## config.mk

```make
export PLATFORM = sky130hd
export DESIGN_NAME = gat_feat_drain
export DESIGN_NICKNAME = d
export VERILOG_FILES = /design/src/rtl/gat_pkg.sv /design/src/rtl/gat_feat_drain_fifo.sv /design/src/rtl/gat_feat_drain.sv
export SDC_FILE = /design/constraint.sdc
export NUM_CORES = 1
export LEC_CHECK = 0
export ABC_AREA = 0
export BUFFER_PORTS_ARGS = -buffer_cell sky130_fd_sc_hd__buf_2
export CORE_MARGIN = 1
export CORE_UTILIZATION = 47
export CTS_CLUSTER_DIAMETER = 100
export DETAILED_ROUTE_END_ITERATION = 8
export GPL_ROUTABILITY_DRIVEN = 1
export PLACE_DENSITY = 0.66
export SYNTH_ARGS = -nofsm -noshare
export SYNTH_HDL_FRONTEND = slang
export SYNTH_SLANG_ARGS = --single-unit
```

## constraint.sdc

```tcl
create_clock -name clk -period 2.6 [get_ports clk]
set_input_delay 0 -clock clk [delete_from_list [all_inputs] [get_ports clk]]
set_output_delay 0 -clock clk [all_outputs]
set_load 0.02 [all_outputs]
```

## src/rtl/gat_pkg.sv

```systemverilog
// Shared constants and types for the GAT accelerator host-side blocks.
// Dataset sizes give the number of final-layer feature words per run.
package gat_pkg;

    localparam int GAT_NEW_FEATURE_WIDTH = 32;

    localparam int CORA_NUM_SUBGRAPHS        = 2708;
    localparam int CORA_NUM_FEATURE_OUT      = 16;
    localparam int CORA_NEW_FEATURE_DEPTH    =
        CORA_NUM_SUBGRAPHS * CORA_NUM_FEATURE_OUT;

    localparam int CITESEER_NUM_SUBGRAPHS     = 3327;
    localparam int CITESEER_NUM_FEATURE_OUT   = 16;
    localparam int CITESEER_NEW_FEATURE_DEPTH =
        CITESEER_NUM_SUBGRAPHS * CITESEER_NUM_FEATURE_OUT;

    typedef enum logic [1:0] {
        ST_IDLE,
        ST_RUN,
        ST_FLUSH,
        ST_DONE
    } drain_state_t;

endpackage

```

## src/rtl/gat_feat_drain_fifo.sv

```systemverilog
// First-word-fall-through return buffer between the feature BRAM and the stream.
// Head data is valid whenever o_empty is low; pop is ignored when empty.
module gat_feat_drain_fifo #(
    parameter int WIDTH = 32,
    parameter int DEPTH = 4,
    localparam int PW = (DEPTH > 1) ? $clog2(DEPTH) : 1,
    localparam int CW = $clog2(DEPTH + 1)
) (
    input  logic             clk,
    input  logic             rst_n,
    input  logic             i_push,
    input  logic [WIDTH-1:0] i_data,
    input  logic             i_pop,
    output logic [WIDTH-1:0] o_data,
    output logic [CW-1:0]    o_count,
    output logic             o_full,
    output logic             o_empty
);

    logic [WIDTH-1:0] r_mem [DEPTH];
    logic [PW-1:0]    r_wptr;
    logic [PW-1:0]    r_rptr;
    logic [CW-1:0]    r_count;
    logic             w_rd;

    function automatic logic [PW-1:0] f_inc(input logic [PW-1:0] p);
        return (p == PW'(DEPTH - 1)) ? '0 : p + PW'(1);
    endfunction

    assign w_rd    = i_pop & ~o_empty;
    assign o_empty = (r_count == '0);
    assign o_full  = (r_count == CW'(DEPTH));
    assign o_count = r_count;
    assign o_data  = r_mem[r_rptr];

    always_ff @(posedge clk) begin
        if (i_push) begin
            r_mem[r_wptr] <= i_data;
        end
    end

    always_ff @(posedge clk or negedge rst_n) begin
        if (!rst_n) begin
            r_wptr  <= '0;
            r_rptr  <= '0;
            r_count <= '0;
        end else begin
            if (i_push) begin
                r_wptr <= f_inc(r_wptr);
            end
            if (w_rd) begin
                r_rptr <= f_inc(r_rptr);
            end
            case ({i_push, w_rd})
                2'b10:   r_count <= r_count + CW'(1);
                2'b01:   r_count <= r_count - CW'(1);
                default: r_count <= r_count;
            endcase
        end
    end

endmodule

```

## src/rtl/gat_feat_drain.sv

```systemverilog
// Drains the final-layer feature BRAM onto an AXI4-Stream master after the
// accelerator finishes, absorbing BRAM latency and downstream backpressure.
module gat_feat_drain
    import gat_pkg::*;
#(
    parameter int NEW_FEATURE_WIDTH  = GAT_NEW_FEATURE_WIDTH,
    parameter int NEW_FEATURE_DEPTH  = CORA_NEW_FEATURE_DEPTH,
    parameter int NEW_FEATURE_ADDR_W = $clog2(NEW_FEATURE_DEPTH),
    parameter int BRAM_RD_LATENCY    = 2,
    parameter int FIFO_DEPTH         = BRAM_RD_LATENCY + 2
) (
    input  logic                          clk,
    input  logic                          rst_n,
    input  logic                          gat_ready,
    output logic [NEW_FEATURE_ADDR_W+1:0] feat_bram_addrb,
    input  logic [NEW_FEATURE_WIDTH-1:0]  feat_bram_dout,
    output logic [NEW_FEATURE_WIDTH-1:0]  m_axis_tdata,
    output logic                          m_axis_tvalid,
    input  logic                          m_axis_tready,
    output logic                          m_axis_tlast,
    output logic                          drain_busy,
    output logic                          drain_done
);

    localparam int CNT_W = NEW_FEATURE_ADDR_W + 1;
    localparam int LAT   = BRAM_RD_LATENCY;
    localparam int FCW   = $clog2(FIFO_DEPTH + 1);

    drain_state_t r_state;
    drain_state_t w_next;

    logic                          r_gat_ready_q;
    logic [CNT_W-1:0]              r_rd_idx;
    logic [CNT_W-1:0]              r_sent_cnt;
    logic [LAT-1:0]                r_vld_sr;
    logic [NEW_FEATURE_ADDR_W+1:0] r_addrb;
    logic [NEW_FEATURE_ADDR_W+1:0] w_addrb;
    logic [FCW-1:0]                w_fifo_count;
    logic [FCW-1:0]                w_inflight;
    logic [NEW_FEATURE_WIDTH-1:0]  w_fifo_data;
    logic                          w_fifo_full;
    logic                          w_fifo_empty;
    logic                          w_start;
    logic                          w_issue;
    logic                          w_push;
    logic                          w_beat;
    logic                          w_last_rd;
    logic                          w_last_beat;

    assign w_start     = gat_ready & ~r_gat_ready_q;
    assign w_push      = r_vld_sr[LAT-1];
    assign w_beat      = ~w_fifo_empty & m_axis_tready;
    assign w_last_rd   = (r_rd_idx == CNT_W'(NEW_FEATURE_DEPTH - 1));
    assign w_last_beat = (r_sent_cnt == CNT_W'(NEW_FEATURE_DEPTH - 1));

    always_comb begin
        w_inflight = '0;
        for (int i = 0; i < LAT; i++) begin
            w_inflight = w_inflight + FCW'(r_vld_sr[i]);
        end
    end

    // Reads in flight already own a FIFO slot, so the buffer cannot overflow.
    assign w_issue = (r_state == ST_RUN) &&
                     ((w_fifo_count + w_inflight) < FCW'(FIFO_DEPTH));

    assign w_addrb = w_issue ?
        {r_rd_idx[NEW_FEATURE_ADDR_W-1:0], 2'b00} : r_addrb;

    always_ff @(posedge clk or negedge rst_n) begin
        if (!rst_n) begin
            r_state <= ST_IDLE;
        end else begin
            r_state <= w_next;
        end
    end

    always_comb begin
        w_next = r_state;
        unique case (r_state)
            ST_IDLE:  if (w_start) w_next = ST_RUN;
            ST_RUN:   if (w_issue && w_last_rd) w_next = ST_FLUSH;
            ST_FLUSH: if (w_beat && w_last_beat) w_next = ST_DONE;
            ST_DONE:  w_next = ST_IDLE;
            default:  w_next = ST_IDLE;
        endcase
    end

    always_comb begin
        drain_busy = (r_state == ST_RUN) || (r_state == ST_FLUSH);
        drain_done = (r_state == ST_DONE);
    end

    always_ff @(posedge clk or negedge rst_n) begin
        if (!rst_n) begin
            r_gat_ready_q <= 1'b0;
            r_rd_idx      <= '0;
            r_sent_cnt    <= '0;
            r_vld_sr      <= '0;
            r_addrb       <= '0;
        end else begin
            r_gat_ready_q <= gat_ready;
            r_vld_sr      <= (r_vld_sr << 1) | LAT'(w_issue);
            r_addrb       <= w_addrb;
            if ((r_state == ST_IDLE) && w_start) begin
                r_rd_idx   <= '0;
                r_sent_cnt <= '0;
            end else begin
                if (w_issue) begin
                    r_rd_idx <= r_rd_idx + CNT_W'(1);
                end
                if (w_beat) begin
                    r_sent_cnt <= r_sent_cnt + CNT_W'(1);
                end
            end
        end
    end

    gat_feat_drain_fifo #(
        .WIDTH (NEW_FEATURE_WIDTH),
        .DEPTH (FIFO_DEPTH)
    ) u_fifo (
        .clk     (clk),
        .rst_n   (rst_n),
        .i_push  (w_push),
        .i_data  (feat_bram_dout),
        .i_pop   (w_beat),
        .o_data  (w_fifo_data),
        .o_count (w_fifo_count),
        .o_full  (w_fifo_full),
        .o_empty (w_fifo_empty)
    );

    a_no_overflow: assert property (
        @(posedge clk) disable iff (!rst_n) !(w_push && w_fifo_full)
    );

    assign feat_bram_addrb = w_addrb;
    assign m_axis_tvalid   = ~w_fifo_empty;
    // Stale buffer contents are masked so the bus idles at zero.
    assign m_axis_tdata    = m_axis_tvalid ? w_fifo_data : '0;
    assign m_axis_tlast    = w_last_beat & m_axis_tvalid;

endmodule

```

==> results of run 1 <==
critical path: stages (launching register included):
cell and delay (ps):
dfrtp_2 460, ha_4 300, a21oi_2 80, or3_1 370, nand3_1 150, buf_6 170, mux2_2 350, buf_2 160
per-layer routing:
layer | up-vias | GRT usage | part of all wire
met2 | 84 | 0.303 | 0.51
met3 | 22 | 0.0331 | 0.026
met5 | - | 0 | 0
met1 | 2320 | 0.229 | 0.44
li1 | 2152 | - | -
met4 | 0 | 0.0830 | 0.020
final cells by class:
type / count / area [um^2]
tap: 220 / 275
clock inverter: 11 / 106
inverter: 18 / 67.6
multi-input combinational: 273 / 2400
sequential: 192 / 5450
fill: 1345 / 6890
clock buffer: 19 / 433
timing repair buffer: 143 / 958
final timing paths:
path,from,to,depth (start not counted)
min in group clk,gat_ready,r_gat_ready_q,2
worst min-delay path,rst_n,r_sent_cnt[8],2
worst max-delay path,u_fifo.o_count[0],feat_bram_addrb[15],7
max in group asynchronous,rst_n,u_fifo.o_count[0],3
worst min register to register,r_vld_sr[0],r_vld_sr[1],0
worst max register to register,r_state[1],r_state[1],7
placed cells by master, fill, tap and decap left out, types with 3 or more instances in the layout:
master and instances:
buf_2 89, or3_1 7, nor4_1 3, edfxtp_1 128, clkbuf_16 17, xor2_1 17
ha_1 12, o31ai_1 3, and2_1 3, o211ai_1 3, mux2_2 13, nor2_1 34
or4_1 3, dfrtp_1 62, inv_1 16, o21ai_0 11, dlygate4sd3_1 35, nor3_1 7
buf_4 16, mux4_2 32, xnor2_1 12, and2_2 4, and3_1 4, nor2b_1 33
a21oi_1 7, nand3_1 11, nand2_1 17, nand4_1 10
kinds of logic (layout without fill, tap and decap cells):
kind of cell,after synthesis,in the layout,synth area share
compound gates,35,35,0.0304
fa+ha+maj,14,14,0.0229
simple gates,147,147,0.0999
buf+inv,37,191,0.0195
flops,192,192,0.683
xor+xnor,29,29,0.0318
mux,48,48,0.113
power by group through the flow:
stage	registers (uW)	clock network, uW	logic (uW)
2_1_floorplan	4070	0	2600
3_3_place_gp	4150	0	3500
3_5_place_dp	4190	0	3560
4_1_cts	4130	2470	3620
5_1_grt	4200	2580	3920
6_report	4130	2410	3590
state kept, by name, indices dropped and copies added (netlist names):
name and count:
u_fifo.r_mem 128, r_addrb 18, r_rd_idx 17, r_sent_cnt 17, u_fifo.o_count 3, r_state 2
r_vld_sr 2, u_fifo.r_rptr 2, u_fifo.r_wptr 2, r_gat_ready_q 1
per-stage QoR:
stage	worst slack, ps	hold WS, ps	util
floorplan	406	-296	-
global placement	310	7.26	0.529
detailed placement	245	22.6	0.529
CTS	4.77	96.1	0.582
global route	20.6	158	0.584
finish	122	95.3	0.584
what timing repair did:
item | 4_1_cts | 5_1_grt
endpoints found under the setup margin | 0 | 14
hold buffers | 35 | 0
hold endpoints to repair | 153 | 0
setup buffers | 0 | 2
resized for setup | 0 | 4
==> impl_metrics.tcl, run 1 <==
set metrics [dict create \
    die_x_um 132 \
    first_pass_iters 4 \
    fin_nets 695 \
    syn_area_um2 7980 \
    synth.most_common_cell "edfxtp_1" \
    clk_pin_slew_ps 70 \
    worst_pin_slew_ps 545 \
    die_y_um 132 \
    synth.distinct_cells 49 \
    overflow 0 \
    timing.final.crit_share 0.953 \
    setup_viol 0 \
    comb_power_share 0.355 \
    rows 47 \
    clock_skew_ps 8.65 \
    place_inst 809 \
    power.density_nw_per_um2 1050 \
    cts_num_sinks 192 \
    synth_edf_count 128 \
    core_um2 16600 \
    rsz0062_at_grt "no" \
    finalPower_uw 10100 \
    synth.avg_cell_area_um2 15.9 \
    syn2layout_area_growth_pct 21.5 \
    grt_pass1_vias 4757 \
    synth_area_leaders "edfxtp_1 (48%), dfrtp_1 (20%), mux4_2 (9.0%)" \
    swShare 0.342 \
    slew_violations 0 \
    critPathMaxFanout 13 \
    peakVddDrop_mv 0.601 \
    arrival_ps 2480 \
    cts_buffers 17 \
    required_ps 2600 \
    cts_tree "done" \
    grtUsageTotal 0.181 \
    ys_seq_elements 192 \
    antenna_found_initial 0 \
    period_needed_ps 2480 \
    synth_fp_nets 552 \
    grt_pass1_wl_mm 24.1 \
    seqPwrFrac 0.408 \
    leakagePower_uw 0.00377 \
    ys.flop_type "edfxtp_1" \
    layout-drive-gt1-share 0.300 \
    startpoint_type "register" \
    switchingPower_uw 3460 \
    max_freq_ghz 0.404 \
    n_antenna_cell 0 \
    status "finished, final reports clean" \
    hold_violations 0 \
    synthCells 502 \
    io_pins 90 \
    layoutNonFillerInstCount 876 \
    max_cap_viol_count 0 \
    io_buffers 89 \
    drt-wirelength-per-cell_um 16.6 \
    root_buffer "clkbuf_16" \
    drc 0 \
    fp.dieArea_um2 17500 \
    vias 4578 \
    critical_path.endpoint_type "output pin" \
    reg2reg_slack_ps 220 \
    htree_num_levels 4 \
    gp_routability_congestion 0.773 \
    grt_max_degree 43 \
    netlist_top_cells_count "edfxtp_1 (128), dfrtp_1 (64), nor2_1 (34)" \
    synth.top_cell.area_share 0.482 \
    avgViaCountPerCell 5.23 \
    final_area_um2 9690 \
    drt_iter0_drc 243 \
    clock_latency_ps 430 \
    clk_path_buf_depth 2 \
    path_class "register to output pin" \
    drt.antenna.violating_nets 0 \
    slew_headroom 0.635 \
    ys_warn_count 0 \
    p_clk_frac 0.238 \
    p_int_uw 6670 \
    final.setup.tns_ps 0 \
    start_util 0.481 \
    ys_seq_area_frac 0.683 \
    placed_area_um2 8770 \
    ys_async_sr_fraction 0.333 \
    synth_top_area_cell "edfxtp_1" \
    wirelength_mm 14.6 \
    place_hpwl_mm 9.01 \
    hp-class "input port to asynchronous set/reset pin" \
]
Power figures use the tool's default switching activity.
==> inputs of run 2 (changes only) <==
--- a/config.mk
+++ b/config.mk
@@ -9,3 +9,2 @@
 export BUFFER_PORTS_ARGS = -buffer_cell sky130_fd_sc_hd__buf_2
-export CORE_MARGIN = 1
 export CORE_UTILIZATION = 47
==> constraint.sdc (replaced) <==
create_clock -name clk -period 2.6 [get_ports clk]
set_input_delay 0.13 -clock clk [delete_from_list [all_inputs] [get_ports clk]]
set_output_delay 0.13 -clock clk [all_outputs]
set_load 0.02 [all_outputs]
==> run 2 against run 1 <==
  * Critical path depth stayed put
  * Routed wire length increased by 4.2%
  * Sequential power is essentially flat
  * Design area increased by 2.0%
  * Power up 3.7%
  * Final cell count grew 0.23%
  * Largest power group unchanged
==> impl_metrics.tcl, run 2 (synthesized netlist as in run 1, its figures left out) <==
set metrics [dict create \
    clk_pin_slew_ps 70 \
    timing.final.crit_share 0.983 \
    grt_max_degree 65 \
    worst_pin_slew_ps 798 \
    antenna_found_initial 0 \
    cts_num_sinks 192 \
    drt-wirelength-per-cell_um 17.3 \
    arrival_ps 2420 \
    grtUsageTotal 0.185 \
    grt_pass1_vias 4759 \
    fp.dieArea_um2 17500 \
    final_common_cell "edfxtp_1" \
    timing.hold.ws_ps 136 \
    critPathMaxFanout 6 \
    die_y_um 132 \
    rsz0062_at_grt "yes" \
    clock_latency_ps 440 \
    max_freq_ghz 0.391 \
    grt_pass1_wl_mm 24.5 \
    gp_routability_congestion 0.783 \
    cts_tree "done" \
    n_antenna_cell 0 \
    cts_buffers 17 \
    hp-class "input port to register" \
    hold_violations 0 \
    root_buffer "clkbuf_16" \
    layout_common_cells "edfxtp_1 (128), buf_2 (83), dfrtp_1 (62)" \
    regMostFlops "u_fifo.r_mem" \
    place_hpwl_mm 9.25 \
    peakVddDrop_mv 0.611 \
    drt_iter0_drc 282 \
    io_buffers 89 \
    wirelength_mm 15.2 \
    drt.antenna.violating_nets 0 \
    place_inst 807 \
    critical_path.endpoint_type "output pin" \
    start_util 0.481 \
    htree_num_levels 4 \
    path_class "register to output pin" \
    core_um2 16600 \
    setup_viol 0 \
    clk_path_buf_depth 2 \
    first_pass_iters 4 \
    slew_violations 0 \
    largest_reg_flops 128 \
    startpoint_type "register" \
    power.density_nw_per_um2 1060 \
    overflow 0 \
    vias 4656 \
    leakagePower_uw 0.00386 \
    clock_skew_ps 12.5 \
    drc 0 \
    die_x_um 132 \
    layoutNonFillerInstCount 878 \
    syn2layout_area_growth_pct 23.9 \
    rows 47 \
    required_ps 2470 \
    slew_headroom 0.468 \
    avgViaCountPerCell 5.30 \
    layout-drive-gt1-share 0.318 \
    period_needed_ps 2550 \
    top_regs "u_fifo.r_mem x128, r_addrb x18" \
    final.setup.tns_ps 0 \
    fin_nets 695 \
    max_cap_viol_count 0 \
    status "finished, final reports clean" \
    io_pins 90 \
]
-- run 2: path summary, 6_finish.rpt --
check | depth (start not counted) | startpoint | slack, ps | end
max | 7 | r_vld_sr[0] | 50 | feat_bram_addrb[13]
min | 5 | m_axis_tready | 140 | u_fifo.r_rptr[1]
max reg2reg | 7 | r_state[1] | 210 | r_state[1]
min reg2reg | 0 | r_vld_sr[0] | 440 | r_vld_sr[1]
max in group asynchronous | 3 | rst_n | 1620 | u_fifo.o_count[0]
min in group asynchronous | 3 | rst_n | 410 | r_sent_cnt[6]
-- run 2: critical path, cell delays in order, from the launching register on --
cell and delay, ps:
dfrtp_1 410, ha_4 290, a21oi_2 80, or3_4 370
nand3_4 160, clkbuf_16 180, mux2_2 340, buf_2 160
-- run 2: cell type report --
class	instances	area [um^2]
Timing Repair Buffer	143	1060
Fill cell	1314	6700
Multi-Input combinational cell	273	2440
Tap cell	220	275
Sequential cell	192	5450
Inverter	18	67.6
Clock inverter	15	161
Clock buffer	17	425
-- run 2: where the power goes --
part	switching [uW]	leakage (uW)	internal, uW
combinational	2120	0.00157	1720
clock	1180	0.000288	1350
sequential	343	0.00200	3800
total	3640	0.00386	6870
-- run 2: metal layers --
| metal | wire (um) | share of wire | track usage | vias to the layer above |
|---|---|---|---|---|
| met1 | 6460 | 0.43 | 0.232 | 2380 |
| li1 | - | - | - | 2160 |
| met2 | 7990 | 0.53 | 0.318 | 107 |
| met4 | 129 | 0.0085 | 0.0517 | 0 |
| met3 | 604 | 0.040 | 0.0488 | 9 |
| met5 | 0 | 0 | 0 | - |
-- run 2: stage by stage --
stage	total power [uW]	cell area (um^2)	worst slack, ps	util
floorplan	6670	7980	406	-
global placement	7700	8800	317	0.531
detailed placement	7820	8800	201	0.531
CTS	10500	9810	6.38	0.591
global route	11100	9880	-21.6	0.596
finish	10500	9880	45.4	0.596
-- run 2: what timing repair did --
action | CTS | global route
pin swaps | 1 | 2
resized for setup | 8 | 12
hold buffers | 34 | 0
gates cloned | 1 | 1
endpoints found under the setup margin | 14 | 14
endpoints found under the hold margin | 193 | 0
buffers inserted | 2 | 1
